**config.mk**
```make
export PLATFORM = sky130hd
export DESIGN_NAME = move_selector
export DESIGN_NICKNAME = d
export VERILOG_FILES = /design/src/rtl/chess_pkg.sv /design/src/rtl/btn_edge.sv /design/src/rtl/move_selector.sv
export SDC_FILE = /design/constraint.sdc
export NUM_CORES = 1
export LEC_CHECK = 0
export CORE_MARGIN = 4
export CORE_UTILIZATION = 30
export DETAILED_ROUTE_END_ITERATION = 12
export PLACE_DENSITY = 0.91
export SLEW_MARGIN = 20
export SYNTH_ARGS = -nofsm -noshare
export SYNTH_HDL_FRONTEND = slang
export SYNTH_SLANG_ARGS = --single-unit
export TNS_END_PERCENT = 100
```
**constraint.sdc**
```tcl
create_clock -name clk -period 2.5 [get_ports clk]
set_input_delay 0.625 -clock clk [delete_from_list [all_inputs] [get_ports clk]]
set_output_delay 0.625 -clock clk [all_outputs]
set_load 0.005 [all_outputs]
```
**src/rtl/chess_pkg.sv**
```systemverilog
// rtl/chess_pkg.sv - shared chess encodings for the move selector and board logic
//
// Purpose: single home for the piece nibble layout, colour bit, selector phase
// codes and square indexing so every block agrees on the board format.
// Ports: none (package).
package chess_pkg;

  // Selector phase as shown on the display; 2'b11 is never produced.
  typedef enum logic [1:0] {
    SEL_SRC = 2'b00,
    SEL_DST = 2'b01,
    COMMIT  = 2'b10
  } phase_e;

  localparam int          PIECE_W     = 4;
  localparam logic [3:0]  PIECE_EMPTY = 4'h0;
  localparam int          COLOUR_BIT  = 3;   // 1 = black, 0 = white
  localparam int          BOARD_W     = 64 * PIECE_W;

  // square = row*8 + col, row 0 is white's back rank.
  function automatic logic [5:0] square_idx(input logic [2:0] row, input logic [2:0] col);
    return {row, col};
  endfunction

  function automatic logic [PIECE_W-1:0] piece_at(input logic [BOARD_W-1:0] board,
                                                  input logic [5:0]         sq);
    return board[{sq, 2'b00} +: PIECE_W];
  endfunction

  // A piece belongs to the side to move when present and its colour matches.
  function automatic logic is_own(input logic [PIECE_W-1:0] piece, input logic turn);
    return (piece != PIECE_EMPTY) && (piece[COLOUR_BIT] == turn);
  endfunction

endpackage

```
**src/rtl/btn_edge.sv**
```systemverilog
// rtl/btn_edge.sv - registered rising-edge detector for one debounced button
//
// Purpose: emits a one-cycle press pulse the cycle after a 0->1 transition.
// Ports:
//   clk   - game clock
//   rst_n - asynchronous active-low reset
//   btn   - debounced button level
//   press - registered one-cycle press pulse
module btn_edge (
  input  logic clk,
  input  logic rst_n,
  input  logic btn,
  output logic press
);

  logic hist_q, hist_d;
  logic press_q, press_d;

  always_comb begin
    hist_d  = btn;
    press_d = btn & ~hist_q;
  end

  // History resets high so a button held through reset release is not a press.
  always_ff @(posedge clk or negedge rst_n) begin
    if (!rst_n) begin
      hist_q  <= 1'b1;
      press_q <= 1'b0;
    end else begin
      hist_q  <= hist_d;
      press_q <= press_d;
    end
  end

  assign press = press_q;

endmodule

```
**src/rtl/move_selector.sv**
```systemverilog
// rtl/move_selector.sv - cursor / source / destination selection and move request
//
// Purpose: lets the player walk a cursor over the board with direction buttons,
// pick a source piece and a destination with BTNC, then request the move from
// board logic and wait for its acknowledge.
// Ports:
//   clk                      - game clock
//   reset                    - asynchronous active-low reset
//   BTNC/BTNU/BTND/BTNR/BTNL - debounced button levels
//   board                    - 64 piece nibbles, square s at board[4*s+:4]
//   turn                     - side to move (0 = white)
//   move_valid               - move request, held through COMMIT
//   move_from, move_to       - requested source / destination squares
//   move_ack, move_ok        - completion pulse and accept qualifier
//   moveData                 - {phase, src, cursor} for the display
module move_selector
  import chess_pkg::*;
#(
  parameter logic [5:0] CURSOR_INIT = 6'd12
) (
  input  logic               clk,
  input  logic               reset,
  input  logic               BTNC,
  input  logic               BTNU,
  input  logic               BTND,
  input  logic               BTNR,
  input  logic               BTNL,
  input  logic [BOARD_W-1:0] board,
  input  logic               turn,
  output logic               move_valid,
  output logic [5:0]         move_from,
  output logic [5:0]         move_to,
  input  logic               move_ack,
  input  logic               move_ok,
  output logic [13:0]        moveData
);

  logic press_c, press_u, press_d, press_r, press_l;

  btn_edge u_edge_c (.clk(clk), .rst_n(reset), .btn(BTNC), .press(press_c));
  btn_edge u_edge_u (.clk(clk), .rst_n(reset), .btn(BTNU), .press(press_u));
  btn_edge u_edge_d (.clk(clk), .rst_n(reset), .btn(BTND), .press(press_d));
  btn_edge u_edge_r (.clk(clk), .rst_n(reset), .btn(BTNR), .press(press_r));
  btn_edge u_edge_l (.clk(clk), .rst_n(reset), .btn(BTNL), .press(press_l));

  phase_e      state_q, state_d;
  logic [5:0]  src_q, src_d;
  logic [5:0]  cursor_q, cursor_d;
  logic        move_valid_q, move_valid_d;
  logic [5:0]  move_from_q, move_from_d;
  logic [5:0]  move_to_q, move_to_d;
  logic [13:0] move_data_q, move_data_d;

  logic [2:0]  row, col, row_up, row_dn, col_rt, col_lf;
  logic [5:0]  cursor_dir;
  logic        own_here;

  always_comb begin
    row    = cursor_q[5:3];
    col    = cursor_q[2:0];
    row_up = row + 3'd1;
    row_dn = row - 3'd1;
    col_rt = col + 3'd1;
    col_lf = col - 3'd1;

    // Only the highest-priority direction applies: U > D > R > L.
    cursor_dir = cursor_q;
    if (press_u)      cursor_dir = square_idx(row_up, col);
    else if (press_d) cursor_dir = square_idx(row_dn, col);
    else if (press_r) cursor_dir = square_idx(row, col_rt);
    else if (press_l) cursor_dir = square_idx(row, col_lf);

    own_here = is_own(piece_at(board, cursor_q), turn);
  end

  always_comb begin
    state_d  = state_q;
    src_d    = src_q;
    cursor_d = cursor_q;

    case (state_q)
      SEL_SRC: begin
        if (press_c) begin
          // BTNC wins over any coincident direction and sees the old cursor.
          if (own_here) begin
            src_d   = cursor_q;
            state_d = SEL_DST;
          end
        end else begin
          cursor_d = cursor_dir;
        end
      end
      SEL_DST: begin
        if (press_c) begin
          if (cursor_q == src_q) begin
            state_d = SEL_SRC;
          end else if (own_here) begin
            src_d = cursor_q;
          end else begin
            state_d = COMMIT;
          end
        end else begin
          cursor_d = cursor_dir;
        end
      end
      COMMIT: begin
        if (move_ack) begin
          state_d = move_ok ? SEL_SRC : SEL_DST;
        end
      end
      default: state_d = SEL_SRC;
    endcase

    // Outputs are registered from next-state so they line up with state_q.
    move_valid_d = (state_d == COMMIT);
    move_from_d  = (state_d == COMMIT) ? src_d : 6'd0;
    move_to_d    = (state_d == COMMIT) ? cursor_d : 6'd0;
    move_data_d  = {state_d, src_d, cursor_d};
  end

  always_ff @(posedge clk or negedge reset) begin
    if (!reset) begin
      state_q      <= SEL_SRC;
      src_q        <= 6'd0;
      cursor_q     <= CURSOR_INIT;
      move_valid_q <= 1'b0;
      move_from_q  <= 6'd0;
      move_to_q    <= 6'd0;
      move_data_q  <= {SEL_SRC, 6'd0, CURSOR_INIT};
    end else begin
      state_q      <= state_d;
      src_q        <= src_d;
      cursor_q     <= cursor_d;
      move_valid_q <= move_valid_d;
      move_from_q  <= move_from_d;
      move_to_q    <= move_to_d;
      move_data_q  <= move_data_d;
    end
  end

  assign move_valid = move_valid_q;
  assign move_from  = move_from_q;
  assign move_to    = move_to_q;
  assign moveData   = move_data_q;

endmodule
```
==> results of run 1 <==
## per-stage QoR
step | utilization [%] | TNS, ps
after floorplan | - | -429
after global placement | 60.2 | -13280
after detailed placement | 60.2 | -14280
after CTS | 63.7 | -5190
after global routing | 65.7 | -7790
final | 65.7 | -5850
## cells in the final DEF, fill, tap and decap left out, types with 9 or more instances in the layout
cell type	Yosys	routed
nor2_1	40	39
clkdlybuf4s50_1	0	266
dlygate4sd2_1	0	18
nand4_1	11	11
mux2i_1	27	27
nand2_1	24	23
buf_4	5	48
buf_6	2	10
nor3_1	36	31
a22oi_1	19	13
mux4_2	20	21
dfrtp_1	30	28
o22ai_1	10	9
## per-layer routing
layer	vias to the layer above	wire length, µm
li1	2176	-
met1	2316	6530
met2	294	9910
met3	52	1940
met4	0	592
met5	-	0
## flip-flops by register name, summed over array words and instances, names as in the netlist
signal,flops
moveData,14
move_from,6
move_to,6
move_valid,1
u_edge_c.hist_q,1
u_edge_c.press,1
u_edge_d.hist_q,1
u_edge_d.press,1
u_edge_l.hist_q,1
u_edge_l.press,1
u_edge_r.hist_q,1
u_edge_r.press,1
u_edge_u.hist_q,1
u_edge_u.press,1
## timing repair
action	in CTS	in global routing
hold endpoints to repair	0	0
setup buffers	6	7
cloned	0	1
pin swaps	21	10
endpoints found under the setup margin	21	21
resized for setup	55	30
## layout make-up
class                      count  share of cell area [%]
clock buffer                   5                    1.66
clock inverter                 3                   0.615
inverter                       5                   0.249
multi-input combinational    315                    35.7
sequential                    37                    12.4
tap                          143                    2.38
timing repair buffer         357                    47.0
## critical path: cells and delay by family, from the launching register on
| family | cells | cell delay [ps] |
|---|---|---|
| AND/OR/NAND/NOR | 3 | 810 |
| AO/OA/AOI/OAI | 5 | 820 |
| buffers and inverters | 3 | 430 |
| flip-flops | 1 | 610 |
## worst max path at each step
| stage | end | slack (ps) |
|---|---|---|
| 5_1_grt | move_from[2] | -430 |
| 2_1_floorplan | move_from[3] | -60 |
| 3_5_place_dp | moveData[9] | -780 |
| 3_3_place_gp | move_from[5] | -700 |
| 6_report | move_from[0] | -330 |
| 4_1_cts | move_from[2] | -310 |
## cell families after synthesis
group           synth area share, %
simple gates                   20.6
compound gates                 21.3
mux                            21.8
flops                          26.5
buf+inv                        5.33
xor+xnor                       2.98
fa+ha+maj                      1.42
## power by group through the flow
stage	Clock [mW]	Sequential, mW	Combinational (mW)
finish	0.723	1.01	5.61
global route	0.754	1.03	5.95
CTS	0.724	1.02	5.16
detailed placement	0	1.02	4.52
global placement	0	1.02	4.41
floorplan	0	0.905	2.69
==> reports/results.md, run 1 <==
## Yosys
- fraction of synthesized cell area taken by the top area cell type: 21.3%
- post-synth net total: 655
- number of cells produced by synthesis: 385
- cells taking the most area after synthesis: dfrtp_1, mux4_2, mux2i_1, dfstp_2, nor3_1
- YS warnings: 0
- portion of the post-synthesis area used by sequential elements: 26.5%
- number of enable flip-flop cells after synthesis: 0
- post-synth design cell area: 0.00352 mm²
- number of distinct library cells after synthesis: 59
- Avg Cell Area, Syn: 9.15 µm²
- top cell types by occurrence after synthesis: nor2_1, nor3_1, dfrtp_1
- synthesized flop and latch total: 37
- Post-synth ARST share: 100%
- top flip-flop cell by instance count after synthesis: dfrtp_1
- most frequent cell after synthesis: nor2_1
- library cell occupying the most area in the post-synthesis netlist: dfrtp_1

## Critical path
- source of the worst register-to-register timing path: moveData[2]
- maximum fanout along the worst path: 7
- r2r setup slk: -330 ps
- number of cells on the worst reg-to-reg path: 11
- WS Path Type: flip-flop to flip-flop
- endpoint class of the critical path: flip-flop
- Worst Setup Start Kind: flip-flop
- Crit. Startpoint: moveData[2]
- critical path's slowest cell: dfstp_2
- worst-path cell chain: buf_6, nor2b_2, a22oi_1, nand4_1, o31ai_4, buf_6, o21a_1, or3_4, buf_12, o31ai_4, a22oi_2
- terminus of the critical flop-to-flop path: move_from[0]
- delay of the slowest cell on the worst path: 610 ps
- Worst EP arrival: 2980 ps
- Worst Path Required: 2650 ps

## Global routing
- maximum number of pins on one net before global-route repair: 38
- GR Layer Usage met1: 28.0%
- Global Route met3 Usage: 5.96%
- vias in the first global route: 5026
- most crowded layer after global routing: met2
- met2 Use GR: 49.7%
- antenna violations before repair: 0
- final global-route overflow total: 0
- wire length of the first global-routing pass: 26.7 mm
- gr usage total: 25.9%

## Run status
- run status: complete, but fails checks
- violations in the final reports: setup timing

## Timing
- post-layout worst setup margin: -331 ps
- fin crit share: 113%
- Final Hold Violating Endpoints: 0
- unrepaired setup endpoints after global routing: yes
- Final setup viols: 21
- worst slew pin tran: 645 ps
- Hold Worst Slack: 499 ps
- max-slew violation count: 0
- Worst Skew: 3.96 ps
- maximum clock frequency: 353 MHz
- final period demand of the worst path: 2830 ps
- remaining max-slew budget at the tightest pin: 57.0%

## Floorplan
- starting utilization of the core area: 30.7%
- width of the die: 116 µm
- number of cell rows: 39
- io pins: 293
- die area: 0.0135 mm²
- Die Span Y: 116 µm
- core area: 0.0115 mm²

## Power
- worst IR drop on VDD: 0.000608 V
- switching power: 3.16 mW
- combinational group share of total power: 76.4%
- fraction of power spent switching nets: 43.1%
- share of power burned in the clock network: 9.9%
- Leakage Power: 3.03 nW
- cell internal power dissipation: 4.18 mW
- PwrDens: 974 mW/mm²
- post-layout total power: 7.34 mW
- share of power burned in registers: 13.7%

## Min path
- hold endpoint: u_edge_r.press
- Worst Hold Class: flip-flop to flip-flop
- startpoint of the tightest hold check path: u_edge_r.hist_q
- number of instances on the worst hold path: 1

## Clock tree
- CTS tree: done
- clock sink count: 37
- number of buffers created by CTS: 5
- clock transition at the registers of the reported paths: 60 ps
- clock network latency to the later pin of the worst-skew pair: 280 ps
- hold buffers post-CTS: 0
- buffer cell driving the clock tree root: clkbuf_16
- H-tree depth: 2
- maximum clock insertion buffer count: 2

## Cells and area
- sequential standard cell area: 937 µm²
- post-route insts no fill: 865
- final antenna diode count: 0
- share of post-route cells with drive strength above 1: 21.2%
- area occupied by multi-input gates: 0.00269 mm²
- fill cell total of the finished layout: 849
- area added between synthesis and finish: 114%
- Post-Layout Inst Area: 0.00753 mm²
- count of nets after finishing: 991

## Place
- placed instance count: 843
- area post-placement: 0.00690 mm²
- pre-CTS setup slack: -776 ps
- routability congestion estimate: 0.948
- # port buffers: 292
- DP Wirelength: 15.2 mm

## Routing
- Total Wirelength: 19.0 mm
- detailed router's first-iteration violation count: 361
- vias per std cell: 5.59
- post-route ant nets: 0
- vias: 4838
- DR WL/cell: 21.9 µm
- DRC violation count after routing: 0
- total iterations of the first detailed-routing run: 6

## Run
- max-cap viol count: 0

No activity file was read; power rests on OpenSTA's default activity.
==> run 2: changes to the inputs <==
--- a/config.mk
+++ b/config.mk
@@ -5,10 +5,10 @@
 export SDC_FILE = /design/constraint.sdc
 export NUM_CORES = 1
 export LEC_CHECK = 0
-export CORE_MARGIN = 4
-export CORE_UTILIZATION = 30
+export CORE_AREA = 2 2 115 117
 export DETAILED_ROUTE_END_ITERATION = 12
-export PLACE_DENSITY = 0.91
+export DIE_AREA = 0 0 117 119
+export PLACE_DENSITY = 0.74
 export SLEW_MARGIN = 20
 export SYNTH_ARGS = -nofsm -noshare
 export SYNTH_HDL_FRONTEND = slang
==> reports/results.md, run 2 (synthesis results as in run 1) <==
## Run status
- run status: complete, but fails checks
- violations in the final reports: setup timing

## Cells and area
- post-route insts no fill: 915, +5.8%
- share of post-route cells with drive strength above 1: 24.1%, +2.9 points
- number of flip-flops under the largest register name: 14, unchanged
- most common cell after layout, fill and taps aside: clkdlybuf4s50_1
- most used cells in the layout excluding fill and tap cells: clkdlybuf4s50_1, buf_4, nor2_1, dlygate4sd2_1, nor3_1
- area added between synthesis and finish: 121%
- sequential standard cell area: 937 µm², unchanged
- area occupied by multi-input gates: 0.00272 mm², +1.4%
- fill cell total of the finished layout: 1093, +29%
- count of nets after finishing: 1007, +1.6%

## Min path
- startpoint of the tightest hold check path: u_edge_c.hist_q
- Worst Hold Class: flip-flop to flip-flop
- number of instances on the worst hold path: 1, unchanged

## Timing
- unrepaired setup endpoints after global routing: yes
- sum of negative setup slack: -4720 ps, +1130 ps
- max-slew violation count: 0, unchanged
- remaining max-slew budget at the tightest pin: 60.1%, +3.1 points
- fin crit share: 112%, -1.7 points
- Hold Worst Slack: 483 ps, -15.4 ps
- Final setup viols: 21, unchanged
- post-layout worst setup margin: -289 ps, +42.3 ps
- worst slew pin tran: 599 ps, -46.6 ps
- Final Hold Violating Endpoints: 0, unchanged
- maximum clock frequency: 359 MHz, +1.5%
- Worst Skew: 3.74 ps, -0.220 ps
- final period demand of the worst path: 2790 ps, -42.3 ps

## Power
- fraction of power spent switching nets: 41.3%, -1.7 points
- Leakage Power: 3.10 nW, +2.5%
- PwrDens: 985 mW/mm², +1.0%
- share of power burned in registers: 12.8%, -0.9 points
- worst IR drop on VDD: 0.000592 V, -2.6%
- share of power burned in the clock network: 10.7%, +0.8 points
- switching power: 3.16 mW, about the same
- cell internal power dissipation: 4.49 mW, +7.4%
- combinational group share of total power: 76.5%, about the same

## Global routing
- antenna violations before repair: 1, +1
- maximum number of pins on one net before global-route repair: 38, unchanged
- vias in the first global route: 5050, +0.48%
- final global-route overflow total: 0, unchanged
- wire length of the first global-routing pass: 26.4 mm, -0.98%
- gr usage total: 24.4%, -1.5 points

## Place
- # port buffers: 292, unchanged
- DP Wirelength: 14.5 mm, -4.2%
- placed instance count: 893, +5.9%
- routability congestion estimate: 0.907, -4.4%

## Critical path
- Worst Setup Start Kind: flip-flop
- number of cells on the worst reg-to-reg path: 11, unchanged
- endpoint class of the critical path: flip-flop
- source of the worst register-to-register timing path: moveData[2]
- WS Path Type: flip-flop to flip-flop
- Worst Path Required: 2640 ps, about the same
- r2r setup slk: -290 ps, +40 ps
- Worst EP arrival: 2930 ps, -50 ps
- maximum fanout along the worst path: 7, unchanged
- Crit. Startpoint: moveData[2]

## Clock tree
- H-tree depth: 2, unchanged
- hold buffers post-CTS: 0, unchanged
- clock transition at the registers of the reported paths: 60 ps, about the same
- clock network latency to the later pin of the worst-skew pair: 280 ps, about the same
- clock sink count: 37, unchanged
- CTS tree: done
- buffer cell driving the clock tree root: clkbuf_16
- number of buffers created by CTS: 5, unchanged
- maximum clock insertion buffer count: 2, unchanged

## Run
- max-cap viol count: 0, unchanged

## Routing
- post-route ant nets: 0, unchanged
- detailed router's first-iteration violation count: 225, -38%
- vias: 4712, -2.6%
- vias per std cell: 5.15, -7.9%
- total iterations of the first detailed-routing run: 4, -2
- DR WL/cell: 19.5 µm, -11%
- DRC violation count after routing: 0, unchanged
- Total Wirelength: 17.9 mm, -5.8%

## Floorplan
- die area: 0.0139 mm², +2.8%
- core area: 0.0129 mm², +12%
- width of the die: 117 µm, +0.55%
- Die Span Y: 119 µm, +2.3%
- number of cell rows: 42, +7.7%
- starting utilization of the core area: 27.4%, -3.4 points
- io pins: 293, unchanged

[run 2: cell count changes in the layout (fill, tap and decap cells not counted), moves of 3 or more]
| cell | change |
|---|---|
| dlygate4sd2_1 | +19 |
| buf_4 | +12 |
| clkdlybuf4s50_1 | -11 |
| dlymetal6s2s_1 | -8 |
| a22oi_1 | -5 |
| a22oi_2 | +5 |
| buf_8 | +4 |
| buf_12 | +3 |
| buf_6 | -3 |
| nor3_1 | +3 |
| nor3_2 | -3 |
[run 2: path summary, 6_finish.rpt]
path / endpoint
min reg2reg: u_edge_c.press
min: u_edge_c.press
max reg2reg: move_from[2]
max in group asynchronous: moveData[2]
max: move_from[2]
min in group asynchronous: move_from[2]
[run 2: final cells by class]
class / count / share of cell area, %
Antenna cell: 1 / 0.0322
Clock buffer: 5 / 1.61
Clock inverter: 3 / 0.886
Inverter: 5 / 0.242
Multi-Input combinational cell: 315 / 35.1
Sequential cell: 37 / 12.1
Tap cell: 176 / 2.84
Timing Repair Buffer: 373 / 47.3
[run 2: worst max-delay path: stages (launching register included)]
cell	delay, ps
dfstp_2	610
buf_12	150
buf_8	120
mux4_2	300
nand2_1	70
a21o_1	110
nand4_1	180
mux2i_1	190
or3_4	440
buf_12	170
o31ai_4	200
a22oi_2	110
[run 2: routing by layer]
metal / part of all wire [%] / vias to the layer above / global-route usage (%) / routed length, µm
li1: - / 2209 / - / -
met1: 38 / 2265 / 28.6 / 6710
met2: 52 / 202 / 45.6 / 9340
met3: 7.3 / 36 / 3.05 / 1310
met4: 2.9 / 0 / 7.28 / 512
met5: 0 / - / 0 / 0
[run 2: stage by stage]
| stage | total power, mW | util, % | setup WS [ps] | cell area [µm²] |
|---|---|---|---|---|
| finish | 7.65 | 60.3 | -289 | 7770 |
| global route | 8.09 | 60.3 | -394 | 7770 |
| CTS | 7.23 | 58.6 | -297 | 7540 |
| detailed placement | 5.86 | 55.4 | -788 | 7140 |
| global placement | 5.77 | 55.4 | -710 | 7140 |
| floorplan | 3.59 | - | -64.6 | 3580 |
[run 2: power by group through the flow]
stage	Clock [mW]	Sequential, mW	Combinational, mW
after floorplan	0	0.905	2.69
final	0.816	0.978	5.85
after global placement	0	0.962	4.81
after CTS	0.829	0.964	5.43
after global routing	0.853	1.00	6.23
after detailed placement	0	0.958	4.90
[run 2: timing repair]
item,in CTS,in global routing
pin swaps,33,29
gates cloned,0,1
resized for setup,82,33
buffers inserted,6,10
setup endpoints to repair,21,21
==> run 3: changes to the inputs <==
--- a/config.mk
+++ b/config.mk
@@ -5,9 +5,11 @@
 export SDC_FILE = /design/constraint.sdc
 export NUM_CORES = 1
 export LEC_CHECK = 0
+export CAP_MARGIN = 30
 export CORE_AREA = 2 2 115 117
 export DETAILED_ROUTE_END_ITERATION = 12
 export DIE_AREA = 0 0 117 119
+export GPL_TIMING_DRIVEN = 0
 export PLACE_DENSITY = 0.74
 export SLEW_MARGIN = 20
 export SYNTH_ARGS = -nofsm -noshare
==> reports/results.md, run 3 (synthesis results as in run 1) <==
## Power
- combinational group share of total power: 76.7%, +0.2 points
- Leakage Power: 2.96 nW, -4.6%
- cell internal power dissipation: 3.98 mW, -11%
- share of power burned in registers: 13.4%, +0.6 points
- fraction of power spent switching nets: 44.2%, +2.9 points
- PwrDens: 947 mW/mm², -3.8%
- post-layout total power: 7.12 mW, -6.9%
- worst IR drop on VDD: 0.000527 V, -11%
- switching power: 3.15 mW, -0.45%
- share of power burned in the clock network: 9.9%, -0.8 points

## Routing
- DRC violation count after routing: 0, unchanged
- vias: 4617, -2.0%
- total iterations of the first detailed-routing run: 4, unchanged
- Total Wirelength: 18.7 mm, +4.4%
- DR WL/cell: 21.3 µm, +9.3%
- vias per std cell: 5.28, +2.6%
- detailed router's first-iteration violation count: 291, +29%
- post-route ant nets: 0, unchanged

## Cells and area
- most used cells in the layout excluding fill and tap cells: clkdlybuf4s50_1, nor2_1, nor3_1, dfrtp_1, mux2i_1
- area added between synthesis and finish: 114%
- share of post-route cells with drive strength above 1: 19.5%, -4.6 points
- most common cell after layout, fill and taps aside: clkdlybuf4s50_1
- number of flip-flops under the largest register name: 14, unchanged
- count of nets after finishing: 965, -4.2%

## Timing
- sum of negative setup slack: -6040 ps, -1320 ps
- Worst Skew: 7.68 ps, +3.94 ps
- Hold Worst Slack: 254 ps, -229 ps
- Final Hold Violating Endpoints: 0, unchanged
- worst slew pin tran: 536 ps, -62.6 ps
- Final setup viols: 21, unchanged
- maximum clock frequency: 348 MHz, -3.0%
- max-slew violation count: 0, unchanged
- remaining max-slew budget at the tightest pin: 63.8%, +3.7 points
- fin crit share: 115%, +3.4 points
- final period demand of the worst path: 2870 ps, +85.9 ps
- unrepaired setup endpoints after global routing: yes
- post-layout worst setup margin: -374 ps, -85.9 ps

## Place
- DP Wirelength: 15.0 mm, +2.8%
- # port buffers: 292, unchanged
- routability congestion estimate: 0.946, +4.2%

## Clock tree
- maximum clock insertion buffer count: 2, unchanged
- clock sink count: 37, unchanged
- clock network latency to the later pin of the worst-skew pair: 280 ps, about the same
- CTS tree: done
- number of buffers created by CTS: 5, unchanged
- H-tree depth: 2, unchanged
- clock transition at the registers of the reported paths: 60 ps, about the same
- buffer cell driving the clock tree root: clkbuf_16
- hold buffers post-CTS: 0, unchanged

## Floorplan
- width of the die: 117 µm, unchanged
- die area: 0.0139 mm², unchanged
- starting utilization of the core area: 27.4%, unchanged
- Die Span Y: 119 µm, unchanged
- number of cell rows: 42, unchanged
- io pins: 293, unchanged
- core area: 0.0129 mm², unchanged

## Run status
- run status: complete, but fails checks
- violations in the final reports: setup timing

## Global routing
- wire length of the first global-routing pass: 26.4 mm, +0.10%
- vias in the first global route: 4954, -1.9%
- maximum number of pins on one net before global-route repair: 26, -32%
- final global-route overflow total: 0, unchanged
- gr usage total: 25.0%, +0.59 points
- antenna violations before repair: 2, +1

## Critical path
- Worst EP arrival: 3000 ps, +70 ps
- WS Path Type: input port to flip-flop
- terminus of the critical flop-to-flop path: move_from[3]
- endpoint class of the critical path: flip-flop
- Worst Setup Start Kind: input port
- r2r setup slk: -360 ps, -70 ps
- source of the worst register-to-register timing path: moveData[0]
- maximum fanout along the worst path: 7, unchanged
- number of cells on the worst reg-to-reg path: 13, +2
- Worst Path Required: 2630 ps, about the same

## Min path
- Worst Hold Class: input port to asynchronous set/reset pin

## Run
- max-cap viol count: 0, unchanged

run 3: changes by cell type in the layout (fill, tap and decap cells not counted), sizes merged, moves of 6 or more:
| cell | change |
|---|---|
| buf | -47 |
| clkbuf | +6 |
| clkdlybuf4s50 | +9 |
| dlygate4sd2 | -19 |
| dlymetal6s2s | +9 |
run 3: area by class of cell:
class / instances / area [µm²]
Multi-Input combinational cell: 315 / 2790
Fill cell: 1088 / 5350
Sequential cell: 37 / 935
Buffer: 27 / 297
Antenna cell: 2 / 5.00
Inverter: 5 / 20.0
Clock inverter: 2 / 38.8
Timing Repair Buffer: 304 / 3080
Tap cell: 176 / 220
Clock buffer: 6 / 129
run 3: timing repair:
action	in CTS	in global routing
pin swaps	18	7
setup endpoints to repair	21	21
buffers inserted	5	3
resized for setup	103	35
cloned	3	0
run 3: power groups by stage:
stage          sequential, mW  combinational (mW)  clock (mW)
5_1_grt                 0.971                5.76       0.740
4_1_cts                 0.949                5.19       0.713
6_report                0.955                5.46       0.707
2_1_floorplan           0.905                2.69           0
3_5_place_dp            0.946                4.32           0
3_3_place_gp            0.942                4.27           0
run 3: through the flow:
stage | setup slack (ps) | utilization (%) | area [µm²] | instances
after global placement | -845 | 52.2 | 6720 | 853
after floorplan | -64.6 | - | 3580 | 385
final | -374 | 58.4 | 7520 | 874
after global routing | -465 | 58.4 | 7520 | 872
after CTS | -369 | 57.1 | 7360 | 869
after detailed placement | -906 | 52.4 | 6750 | 854
run 3: critical path: stages:
cell and delay [ps]:
clkdlybuf4s50_1 400, mux4_2 470, nand2_1 90, a21o_1 100, nand4_1 160, mux2i_1 190, or3_4 360, buf_12 160
o21ai_4 200, buf_6 150, a22oi_2 80
run 3: routing by layer:
metal	track usage, %	vias up	share of wire, %
met5	0	-	0
li1	-	2137	-
met4	10.1	0	3.7
met2	45.7	224	50
met1	28.0	2205	38
met3	4.73	51	7.8
run 3: worst max path at each step:
stage                 from           end  slack [ps]  depth (start not counted)
3_5_place_dp   moveData[1]  move_from[4]        -910                         11
5_1_grt         board[239]  move_from[3]        -470                         11
2_1_floorplan  moveData[0]  move_from[3]         -60                          9
3_3_place_gp   moveData[1]  move_from[1]        -850                         11
4_1_cts        moveData[0]  move_from[3]        -370                          9
6_report        board[239]  move_from[3]        -370                         11
